**src/rtl/demux4_router.sv**
```systemverilog
// demux4_router: routes tagged input words into four small FIFOs,
// each draining to its own valid/ready port with a delivered-word counter.
module demux4_router #(
    parameter int DATA_W = 4,
    parameter int DEPTH  = 2,
    parameter int CNT_W  = 8
) (
    input  logic              clk,
    input  logic              resetn,
    input  logic              in_valid,
    output logic              in_ready,
    input  logic [DATA_W-1:0] in_data,
    input  logic [1:0]        in_sel,
    output logic [3:0]        out_valid,
    input  logic [3:0]        out_ready,
    output logic [DATA_W-1:0] out_data_0,
    output logic [DATA_W-1:0] out_data_1,
    output logic [DATA_W-1:0] out_data_2,
    output logic [DATA_W-1:0] out_data_3,
    output logic [CNT_W-1:0]  count_0,
    output logic [CNT_W-1:0]  count_1,
    output logic [CNT_W-1:0]  count_2,
    output logic [CNT_W-1:0]  count_3,
    output logic              busy
);
    localparam int AW = $clog2(DEPTH);

    logic [3:0]                full;
    logic [3:0]                push;
    logic [3:0]                pop;
    logic [3:0][DATA_W-1:0]    head;
    logic [3:0][CNT_W-1:0]     cnt;

    // Readiness depends only on the selected channel, so a full channel never blocks the others.
    assign in_ready = !full[in_sel];
    assign busy     = |out_valid;

    for (genvar k = 0; k < 4; k++) begin : g_ch
        logic [DATA_W-1:0] mem [DEPTH];
        logic [AW-1:0]     wr_ptr;
        logic [AW-1:0]     rd_ptr;
        logic [AW:0]       occ;

        assign full[k]      = occ == (AW+1)'(DEPTH);
        assign out_valid[k] = occ != '0;
        assign push[k]      = in_valid && in_ready && in_sel == 2'(k);
        assign pop[k]       = out_valid[k] && out_ready[k];
        assign head[k]      = mem[rd_ptr];

        always_ff @(posedge clk or negedge resetn) begin
            if (!resetn) begin
                for (int i = 0; i < DEPTH; i++) mem[i] <= '0;
                wr_ptr <= '0;
                rd_ptr <= '0;
                occ    <= '0;
                cnt[k] <= '0;
            end else begin
                if (push[k]) begin
                    mem[wr_ptr] <= in_data;
                    wr_ptr      <= wr_ptr + 1'b1;
                end
                if (pop[k]) begin
                    rd_ptr <= rd_ptr + 1'b1;
                    cnt[k] <= cnt[k] + 1'b1;
                end
                occ <= occ + {{AW{1'b0}}, push[k]} - {{AW{1'b0}}, pop[k]};
            end
        end
    end

    assign out_data_0 = head[0];
    assign out_data_1 = head[1];
    assign out_data_2 = head[2];
    assign out_data_3 = head[3];
    assign count_0    = cnt[0];
    assign count_1    = cnt[1];
    assign count_2    = cnt[2];
    assign count_3    = cnt[3];
endmodule

```
**config.mk**
```make
export PLATFORM = sky130hd
export DESIGN_NAME = demux4_router
export DESIGN_NICKNAME = d
export VERILOG_FILES = /design/src/rtl/demux4_router.sv
export SDC_FILE = /design/constraint.sdc
export NUM_CORES = 1
export LEC_CHECK = 0
export ABC_AREA = 1
export CAP_MARGIN = 10
export CORE_MARGIN = 5
export CORE_UTILIZATION = 32
export DETAILED_ROUTE_END_ITERATION = 6
export PLACE_DENSITY_LB_ADDON = 0.2
export SETUP_SLACK_MARGIN = 0.1
export SYNTH_ARGS = -nofsm -noshare
export SYNTH_HDL_FRONTEND = slang
export SYNTH_SLANG_ARGS = --single-unit
```
**constraint.sdc**
```tcl
create_clock -name clk -period 4.1 [get_ports clk]
set_clock_uncertainty 0.05 [all_clocks]
set_input_delay 0.82 -clock clk [delete_from_list [all_inputs] [get_ports clk]]
set_output_delay 0.82 -clock clk [all_outputs]
set_load 0.05 [all_outputs]
```
; ---- After elaboration in Yosys (flattened, before gate mapping)
; Cells that the tools add are included.
; Widths: inputs -> output; s select.
[classes]
n_addsub = 20
mul = 0
n_div = 0
magnitude_cmp = 13
eq_ne = 7
shifts = 0
muxes = 26
n_bitwise = 8
reduce_logical = 20
[ops]
columns = operator, n
row1 = $mux 4, 16
row2 = $add 8x1->8 const B, 4
row3 = $bwmux 8, 4
row4 = $demux 4 s1, 4
row5 = $ge 2x2->1 const B, 8
row6 = $not 1->2, 8
row7 = $logic_and 1x1->1, 13
row8 = $eq 2x2->1 const B, 6
row9 = $add 1x1->1 const B, 8
row10 = $add 2x1->2, 4
row11 = $lt 2x1->1 const B, 4
row12 = $reduce_bool 2->1, 4
row13 = $sub 2x1->2, 4
row14 = $reduce_or 4->1, 1
row15 = $lt 2x3->1 const B, 1
row16 = $bmux 1 s2, 1
row17 = $eq 2x1->1 const B, 1
row18 = $logic_not 2->1, 1
row19 = $logic_not 1->1, 1
row20 = $mux 1, 1
[totals]
reg_bits = 80
latch_bits = 0
ramBits = 0
rom_bits = 0
inputBits = 13
out_inout_bits = 54
elab_cells = 118
n_memories = 0

; ---- Depth between registers and ports, before layout
; Gate-level depths: netlist of the first run.
[logic_depth]
ltp_word = 8
depth_mapped = 9
depth_no_buf = 9

; ---- Least setup slack after synthesis of the first run
; No wires, ideal clock.
[synth_timing]
path_type = reg-to-output
start = register g_ch[1].occ[1]
end = output busy
arrival_time_ps = 1341
path_slack_ps = 1889
stages_incl_launch_ff = 5
cell_sequence = dfrtp_1 -> inv_1 -> nand2_1 -> nor2_1 -> nand3_1
[synth_between]
elab_chain_cells = 2
[synth_lines]
columns = element, line
row1 = "start, declared", 42  ; logic [AW:0] occ;
row2 = "start signal, assigned", 66  ; occ <= occ + {{AW{1'b0}}, push[k]} - {{AW{1'b0}}, pop[k]};
row3 = $reduce_bool 2->1, 45  ; assign out_valid[k] = occ != '0;
row4 = via out_valid[1], 14  ; output logic [3:0] out_valid,
row5 = $reduce_or 4->1, 36  ; assign busy = |out_valid;
row6 = "end, declared", 24  ; output logic busy
; The timed path passes the listed nets, and every way through them passes these cells.

; ---- Worst setup path in the final report of the first run
[layout_timing]
start = input in_sel[1]
end = output in_ready
[layout_between]
elab_chain_cells = 3
[layout_lines]
columns = element, line
row1 = "start, declared", 13  ; input logic [1:0] in_sel,
row2 = $bmux 1 s2, 35  ; assign in_ready = !full[in_sel];
row3 = $mux 1 (implied by the code), 35
row4 = $logic_not 1->1, 35
row5 = "end, declared", 11  ; output logic in_ready,
; No other way between the ends. The select of a mux whose other input is x is not followed.

==> flow_summary.yaml, run 1 <==
cts:
  post_cts_buffers: 0
  clockBufferDepth: 2
  numCtsBuffers: 9
  tritoncts: "yes"
  postCtsHoldBufs: 0
  cts.root.buffer_cell: "clkbuf_16"
  clkSlewWorstSetupHoldPaths_ps: 60
  clkSinkCount: 80
  h-tree-depth: 3
  clkLatencyLatePin_ps: 330
  cts_resized: 0
detailed_routing:
  drt_wl_total_um: 8490
  first_iter_violations: 92
  vias: 3073
  dr.pass1.iters: 4
  route.detailed.drc: 0
  postRouteAntennaNets: 0
  wl_per_cell_um: 12.5
  vias_per_cell: 4.54
grt:
  grt_pass1_wl_um: 14600
  grt_pass1_vias: 3071
  antenna_found_initial: 0
  gr-usage-all-layers_pct: 12.6
  grt_max_degree: 81
  grt_overflow: 0
finish:
  fin_cells: 677
  final_layout_size_suffix_gt1_share_pct: 6.04
  num_antenna_cells: 0
  fin_nets: 546
  syn_to_final_growth_pct: 27.5
  regArea_um2: 2000
  multiInputGateArea_um2: 1620
  fill_cells: 1198
timing:
  timing.fmax_ghz: 0.318
  period_share_pct: 76.8
  tightest_slew_ps: 1010
  fin_crit_ps: 3150
  hold_viol: 0
  whs_ps: 418
  maxSlewHeadroom_pct: 32.9
  report.final.setup_viol: 0
  setup_tns_ps: 0
  rsz0062_at_grt: "false"
  maxSlewViolCount: 0
synth:
  ys_ff_latch: 80
  synth_compound_area_share_pct: 2.45
  synth_ff_type: "dfrtp_1"
  synth_common_cells: "178 x nand2_1, 80 x dfrtp_1, 47 x inv_1, 28 x nand4_1, 28 x xor2_1"
  synth.mux.area_fraction_pct: 0
  ys_types: 23
  synth_edf_count: 0
  synthCells: 459
  synth_top_family_by_area: "simple AND/OR/NAND/NOR gates"
  synth-simple-area-share_pct: 28.4
  synthArstFlopShare_pct: 100
  synthAdderAreaFrac_pct: 2.58
  yosysSeqAreaShare_pct: 51.7
  syn_nets: 480
  synth_top_area_share_pct: 51.7
  synth_warnings: 0
  synth_area_per_cell_um2: 8.44
  synth_area_leaders: "dfrtp_1 52%, nand2_1 17%, xor2_1 6.3%"
  synth_most_common_cell: "nand2_1"
  synth_xor_area_share_pct: 8.36
  yosysTopAreaCell: "dfrtp_1"
  synthesis.area_um2: 3870
worst_setup_path:
  endpoint_kind: "primary output"
  start_kind: "primary input"
  crit_fanout: 15
  arrival_ps: 2280
  regToRegStartpoint: "g_ch[1].occ[1]"
  crit_type: "in2out"
  required_ps: 3230
  worstSetupStartpoint: "in_sel[1]"
pwr:
  p_per_area_nw_per_um2: 930
  irDropWorstVdd_v: 0.000607
  p_leak_nw: 2.50
floorplanning:
  die_y_um: 120
  dieArea_um2: 14400
  core_um2: 12000
  rows: 40
  initial_core_util_pct: 32.4
  num_io_pins: 67
  die_w_um: 120
flow_run:
  maxCapViolations: 0
place:
  place_inst: 661
  place_congestion: 0.765
  port_buffers: 66
  detailed_place_hpwl_um: 6160
hold_path:
  min_from: "count_1[7]"
  min_path_type: "reg2reg"
run_status:
  status: "finished, final reports clean"
## per-stage QoR
stage / setup slack [ps] / util, % / power (mW) / instance area, um^2
6_report: 952 / 41.3 / 4.60 / 4940
2_1_floorplan: 1890 / - / 3.10 / 3870
4_1_cts: 949 / 41.3 / 4.67 / 4940
3_5_place_dp: 944 / 38.9 / 3.88 / 4660
5_1_grt: 780 / 41.3 / 4.94 / 4940
3_3_place_gp: 977 / 38.9 / 3.84 / 4660
## area by class of cell
type / instances / share of cell area, %
Clock buffer: 14 / 5.54
Clock inverter: 2 / 0.253
Inverter: 51 / 3.90
Multi-Input combinational cell: 317 / 32.8
Sequential cell: 80 / 40.5
Tap cell: 147 / 3.72
Timing Repair Buffer: 66 / 13.3
## state kept, by name, summed over array words and instances (netlist names)
name	flops
g_ch.mem	32
count_0	8
count_1	8
count_2	8
count_3	8
g_ch.occ	8
g_ch.rd_ptr	4
g_ch.wr_ptr	4
## critical path: stages
cell and delay [ps]:
clkdlybuf4s50_1 560, inv_2 80, nor2_4 260, nand2_1 80
nand2_1 110, inv_2 50, nand2_4 90, buf_4 210
## kinds of logic after synthesis
logic type,count (synthesis)
compound gates,19
fa+ha+maj,8
simple gates,253
buf+inv,62
xor+xnor,37
flops,80
## layout by cell type (no fill, tap or decap), drive strengths merged
cell / instances
nand2: 181
dfrtp: 80
clkdlybuf4s50: 64
inv: 50
nand4: 30
xor2: 28
nor2: 26
o21ai: 19
clkbuf: 14
nand3: 12
xnor2: 9
ha: 8
nor3: 4
clkinv: 2
buf: 2
clkinvlp: 1
## report_power, final
| part | total (mW) | leakage, nW | switching (mW) | internal [mW] |
|---|---|---|---|---|
| combinational | 2.38 | 1.37 | 1.61 | 0.768 |
| clock | 0.759 | 0.139 | 0.300 | 0.459 |
| sequential | 1.46 | 0.988 | 0.303 | 1.15 |
## path summary, 6_finish.rpt
check / to / slack (ps) / cells past startpoint
worst max-delay path: in_ready / 950 / 8
worst min-delay path: count_1[7] / 420 / 1
worst max register to register: g_ch[1].mem[1] / 2290 / 7
worst min register to register: count_1[7] / 420 / 1
max in group asynchronous: count_3[7] / 2750 / 1
min in group asynchronous: g_ch[0].mem[0] / 600 / 1
## routing by layer
metal  routed length, um  track usage (%)  share of wire, %  vias up
met4                 170             5.37               2.0        0
li1                    -                -                 -     1575
met2                3970             20.1                47       49
met5                   0                0                 0        -
met3                 408             3.35               4.8       15
met1                3940             16.1                46     1434
(Power assumes the default switching activity.)
==> inputs of run 2 (changes only) <==
- clock period: 4.1 -> 2.8 ns (I/O delays scaled with it)
==> flow_summary.yaml, run 2 (same netlist as run 1, synthesis figures left out) <==
timing:
  period_share_pct: 91.4
  maxSlewHeadroom_pct: 65.3
  worst_slack_ps: 242
  fin_crit_ps: 2560
  report.final.setup_viol: 0
  hold_viol: 0
  rsz0062_at_grt: "false"
  maxSlewViolCount: 0
  timing.fmax_ghz: 0.391
  setup_tns_ps: 0
  tightest_slew_ps: 519
cts:
  clockBufferDepth: 2
  tritoncts: "yes"
  clkLatencyLatePin_ps: 330
  numCtsBuffers: 9
  clkSlewWorstSetupHoldPaths_ps: 50
  cts.root.buffer_cell: "clkbuf_16"
  clkSinkCount: 80
  h-tree-depth: 3
place:
  place_ws_ps: 238
  placed_area_um2: 4710
  place_congestion: 0.756
  port_buffers: 66
  detailed_place_hpwl_um: 6170
grt:
  grt_pass1_vias: 3071
  grt_pass1_wl_um: 14700
  antenna_found_initial: 0
  grt_overflow: 0
  grt_max_degree: 47
  gr-usage-all-layers_pct: 12.7
hold_path:
  min_path_type: "in2async"
finish:
  syn_to_final_growth_pct: 28.5
  final_common_cell: "nand2_1"
  fill_cells: 1206
  final_area_um2: 4980
  regArea_um2: 2000
  largest_register_ffs: 32
  multiInputGateArea_um2: 1620
  layout_common_cells: "178 x nand2_1, 80 x dfrtp_1, 63 x clkdlybuf4s50_1"
  fin_nets: 550
  final_layout_size_suffix_gt1_share_pct: 6.19
  num_antenna_cells: 0
  largest_register: "g_ch.mem"
detailed_routing:
  route.detailed.drc: 0
  dr.pass1.iters: 4
  vias: 3139
  postRouteAntennaNets: 0
  first_iter_violations: 153
  drt_wl_total_um: 8570
  vias_per_cell: 4.62
  wl_per_cell_um: 12.6
pwr:
  irDropWorstVdd_v: 0.000482
  p_leak_nw: 2.51
  p_per_area_nw_per_um2: 1350
  power.total_mw: 6.71
floorplanning:
  die_y_um: 120
  initial_core_util_pct: 32.4
  die_w_um: 120
  dieArea_um2: 14400
  num_io_pins: 67
  rows: 40
  core_um2: 12000
worst_setup_path:
  arrival_ps: 1950
  required_ps: 2190
  crit_type: "in2out"
  endpoint_kind: "primary output"
  start_kind: "primary input"
  crit_fanout: 15
flow_run:
  maxCapViolations: 0
run_status:
  status: "finished, final reports clean"
[run 2: cell count changes in the layout (fill, tap and decap cells not counted)]
cell             before  now
buf_4                 2    4
buf_12                0    2
clkinv_2              2    1
clkbuf_1              2    4
clkinvlp_4            1    0
clkbuf_8              3    2
clkdlybuf4s50_1      64   63
dlymetal6s2s_1        0    1
[run 2: critical path: stages]
cell and delay (ps):
clkdlybuf4s50_1 650, nand2_2 80, clkinv_2 160, nand2_1 80
nand2_1 80, inv_1 60, nand2_4 120, buf_12 150
[run 2: per-layer routing]
metal	vias to the layer above	wire length (um)	track usage, %
met4	0	202	6.66
met5	-	0	0
li1	1580	-	-
met1	1493	4070	16.6
met3	13	372	2.64
met2	53	3920	20.0
[run 2: worst paths after layout]
| check | start | to | slack, ps | cells after the start |
|---|---|---|---|---|
| worst max register to register | g_ch[1].occ[0] | g_ch[1].occ[1] | 1200 | 7 |
| max in group asynchronous | resetn | g_ch[3].mem[5] | 1950 | 2 |
| worst max-delay path | in_sel[0] | in_ready | 240 | 8 |
| min in group clk | count_1[7] | count_1[7] | 420 | 1 |
| worst min register to register | count_1[7] | count_1[7] | 420 | 1 |
| worst min-delay path | resetn | g_ch[0].mem[1] | 130 | 1 |
[run 2: what timing repair did]
action / in CTS / in global routing
buffers inserted: 0 / 0
hold buffers: 0 / 0
setup endpoints to repair: 0 / 1
gates resized for setup: 0 / 1
endpoints found under the hold margin: 0 / 0
[run 2: stage by stage]
step | std cells | util, % | hold slack, ps
after global routing | 680 | 41.6 | 178
after CTS | 680 | 41.6 | 138
after global placement | 665 | 39.4 | 410
after floorplan | 459 | - | 214
after detailed placement | 665 | 39.4 | 412
final | 680 | 41.6 | 131
[run 2: cell type report]
| type | count | area share [%] |
|---|---|---|
| sequential | 80 | 40.2 |
| tap | 147 | 3.69 |
| timing repair buffer | 70 | 14.3 |
| multi-input combinational | 317 | 32.6 |
| inverter | 51 | 3.87 |
| clock buffer | 15 | 5.38 |
[run 2: power breakdown]
| group | total (mW) | internal [mW] | switching, mW |
|---|---|---|---|
| Clock | 1.08 | 0.645 | 0.433 |
| Sequential | 2.14 | 1.69 | 0.449 |
| Combinational | 3.50 | 1.14 | 2.36 |
==> inputs of run 3 (changes only) <==
- ABC_AREA: 1 -> default
- CORE_ASPECT_RATIO: default -> 1.2
==> flow_summary.yaml, run 3 <==
worst_setup_path:
  timing.rr.end: "g_ch[3].occ[1]"
  crit_family: "buffers and inverters"
  crit_path_top_delay_cell: "clkdlybuf4s50_1"
  path_depth: 2
  arrival_ps: 1920
  crit_fanout: 5
  cp.buffers_inverters: 1
  crit_type: "reg2out"
  start_kind: "flip-flop"
  required_ps: 2190
  regToRegStartpoint: "g_ch[3].occ[0]"
  r2r_slack_ps: 810
  endpoint_kind: "primary output"
  crit_path_max_incr_delay_ps: 700
  rr_worst_depth: 6
  crit_path_cell_trace: "mux2_2 > clkdlybuf4s50_1"
grt:
  grt_pass1_wl_um: 13100
  grt_max_degree: 68
  grt_overflow: 0
  antenna_found_initial: 0
  grt_pass1_vias: 2540
  gr-usage-all-layers_pct: 12.3
floorplanning:
  num_io_pins: 67
  die_y_um: 128
  rows: 43
  dieArea_um2: 13900
  die_w_um: 108
  initial_core_util_pct: 32.4
  core_um2: 11500
finish:
  largest_register_ffs: 32
  finish.utilization_pct: 42.9
  fin_nets: 385
  syn_to_final_growth_pct: 32.2
  final_area_um2: 4920
  layout_common_cells: "80 x dfrtp_1, 62 x clkdlybuf4s50_1, 49 x mux2_2"
  final_common_cell: "dfrtp_1"
  largest_register: "g_ch.mem"
  final_layout_size_suffix_gt1_share_pct: 24.5
  num_antenna_cells: 0
synth:
  synth_ff_type: "dfrtp_1"
  synth_top_area_share_pct: 53.9
  synth_common_cells: "80 x dfrtp_1, 49 x mux2_2, 33 x xnor2_1, 21 x nand2_1, 15 x xor2_1"
  ys_types: 34
  synthCells: 285
  synth_area_leaders: "dfrtp_1 54%, mux2_2 15%, xnor2_1 7.8%"
  syn_nets: 306
  synth_area_per_cell_um2: 13.0
  synth_edf_count: 0
  synthArstFlopShare_pct: 100
  yosysSeqAreaShare_pct: 53.9
  synth_warnings: 0
  ys_ff_latch: 80
  yosysTopAreaCell: "dfrtp_1"
  synthesis.area_um2: 3720
  synth_most_common_cell: "dfrtp_1"
detailed_routing:
  wl_per_cell_um: 14.4
  vias_per_cell: 4.54
  route.detailed.drc: 0
  dr.pass1.iters: 4
  vias: 2384
  drt_wl_total_um: 7570
  first_iter_violations: 79
  postRouteAntennaNets: 0
cts:
  cts.root.buffer_cell: "clkbuf_16"
  numCtsBuffers: 9
  postCtsHoldBufs: 0
  post_cts_buffers: 0
  h-tree-depth: 3
  cts_resized: 0
  clockBufferDepth: 2
  tritoncts: "yes"
  clkSinkCount: 80
  clkLatencyLatePin_ps: 330
  clkSlewWorstSetupHoldPaths_ps: 60
timing:
  maxSlewViolCount: 0
  period_share_pct: 90.3
  tightest_slew_ps: 508
  hold_viol: 0
  rsz0062_at_grt: "false"
  setup_tns_ps: 0
  timing.fmax_ghz: 0.396
  report.final.setup_viol: 0
  maxSlewHeadroom_pct: 66.0
  fin_crit_ps: 2530
place:
  port_buffers: 66
  detailed_place_hpwl_um: 5600
  place_congestion: 0.729
  placed_area_um2: 4610
run_status:
  status: "finished, final reports clean"
hold_path:
  min_path_type: "in2async"
flow_run:
  maxCapViolations: 0
==> run 3: through the flow <==
step	hold slack (ps)	worst slack, ps	std cells
2_1_floorplan	214	233	285
3_3_place_gp	376	225	510
3_5_place_dp	377	185	510
4_1_cts	15.8	183	525
5_1_grt	33.1	205	525
6_report	17.9	273	525
==> run 3: final cells by class <==
type | count | area [um^2]
fillers | 1101 | 6540
multi-input cells | 193 | 1670
inverters | 11 | 41.3
clock inverters | 3 | 40.0
well taps | 157 | 196
repair buffers | 69 | 703
clock buffers | 12 | 267
flip-flops and latches | 80 | 2000
==> run 3: worst max-delay path by stage <==
stage                   start            end  slack [ps]
5_1_grt        g_ch[1].rd_ptr  out_data_1[0]         210
2_1_floorplan       in_sel[0]       in_ready         230
3_3_place_gp        in_sel[0]       in_ready         230
4_1_cts             in_sel[0]       in_ready         180
6_report       g_ch[1].rd_ptr  out_data_1[0]         270
3_5_place_dp        in_sel[0]       in_ready         190
==> run 3: per-layer routing <==
metal,share of wire [%],GRT usage [%]
met1,46,16.3
met2,47,18.7
met3,4.9,2.32
met4,2.7,7.13
met5,0,0
==> run 3: cells by family (layout without fill, tap and decap cells) <==
group / after synthesis / after routing / share of synthesized area, %
compound gates: 7 / 7 / 1.58
buf+inv: 12 / 95 / 1.31
flops: 80 / 80 / 53.9
simple gates: 80 / 80 / 14.1
fa+ha+maj: 8 / 8 / 2.69
mux: 50 / 50 / 15.1
xor+xnor: 48 / 48 / 11.3
Power of run 3 is left out: the tool's default activity adds up to more than one toggle a clock period on the data nets, which glitch-free logic cannot reach.
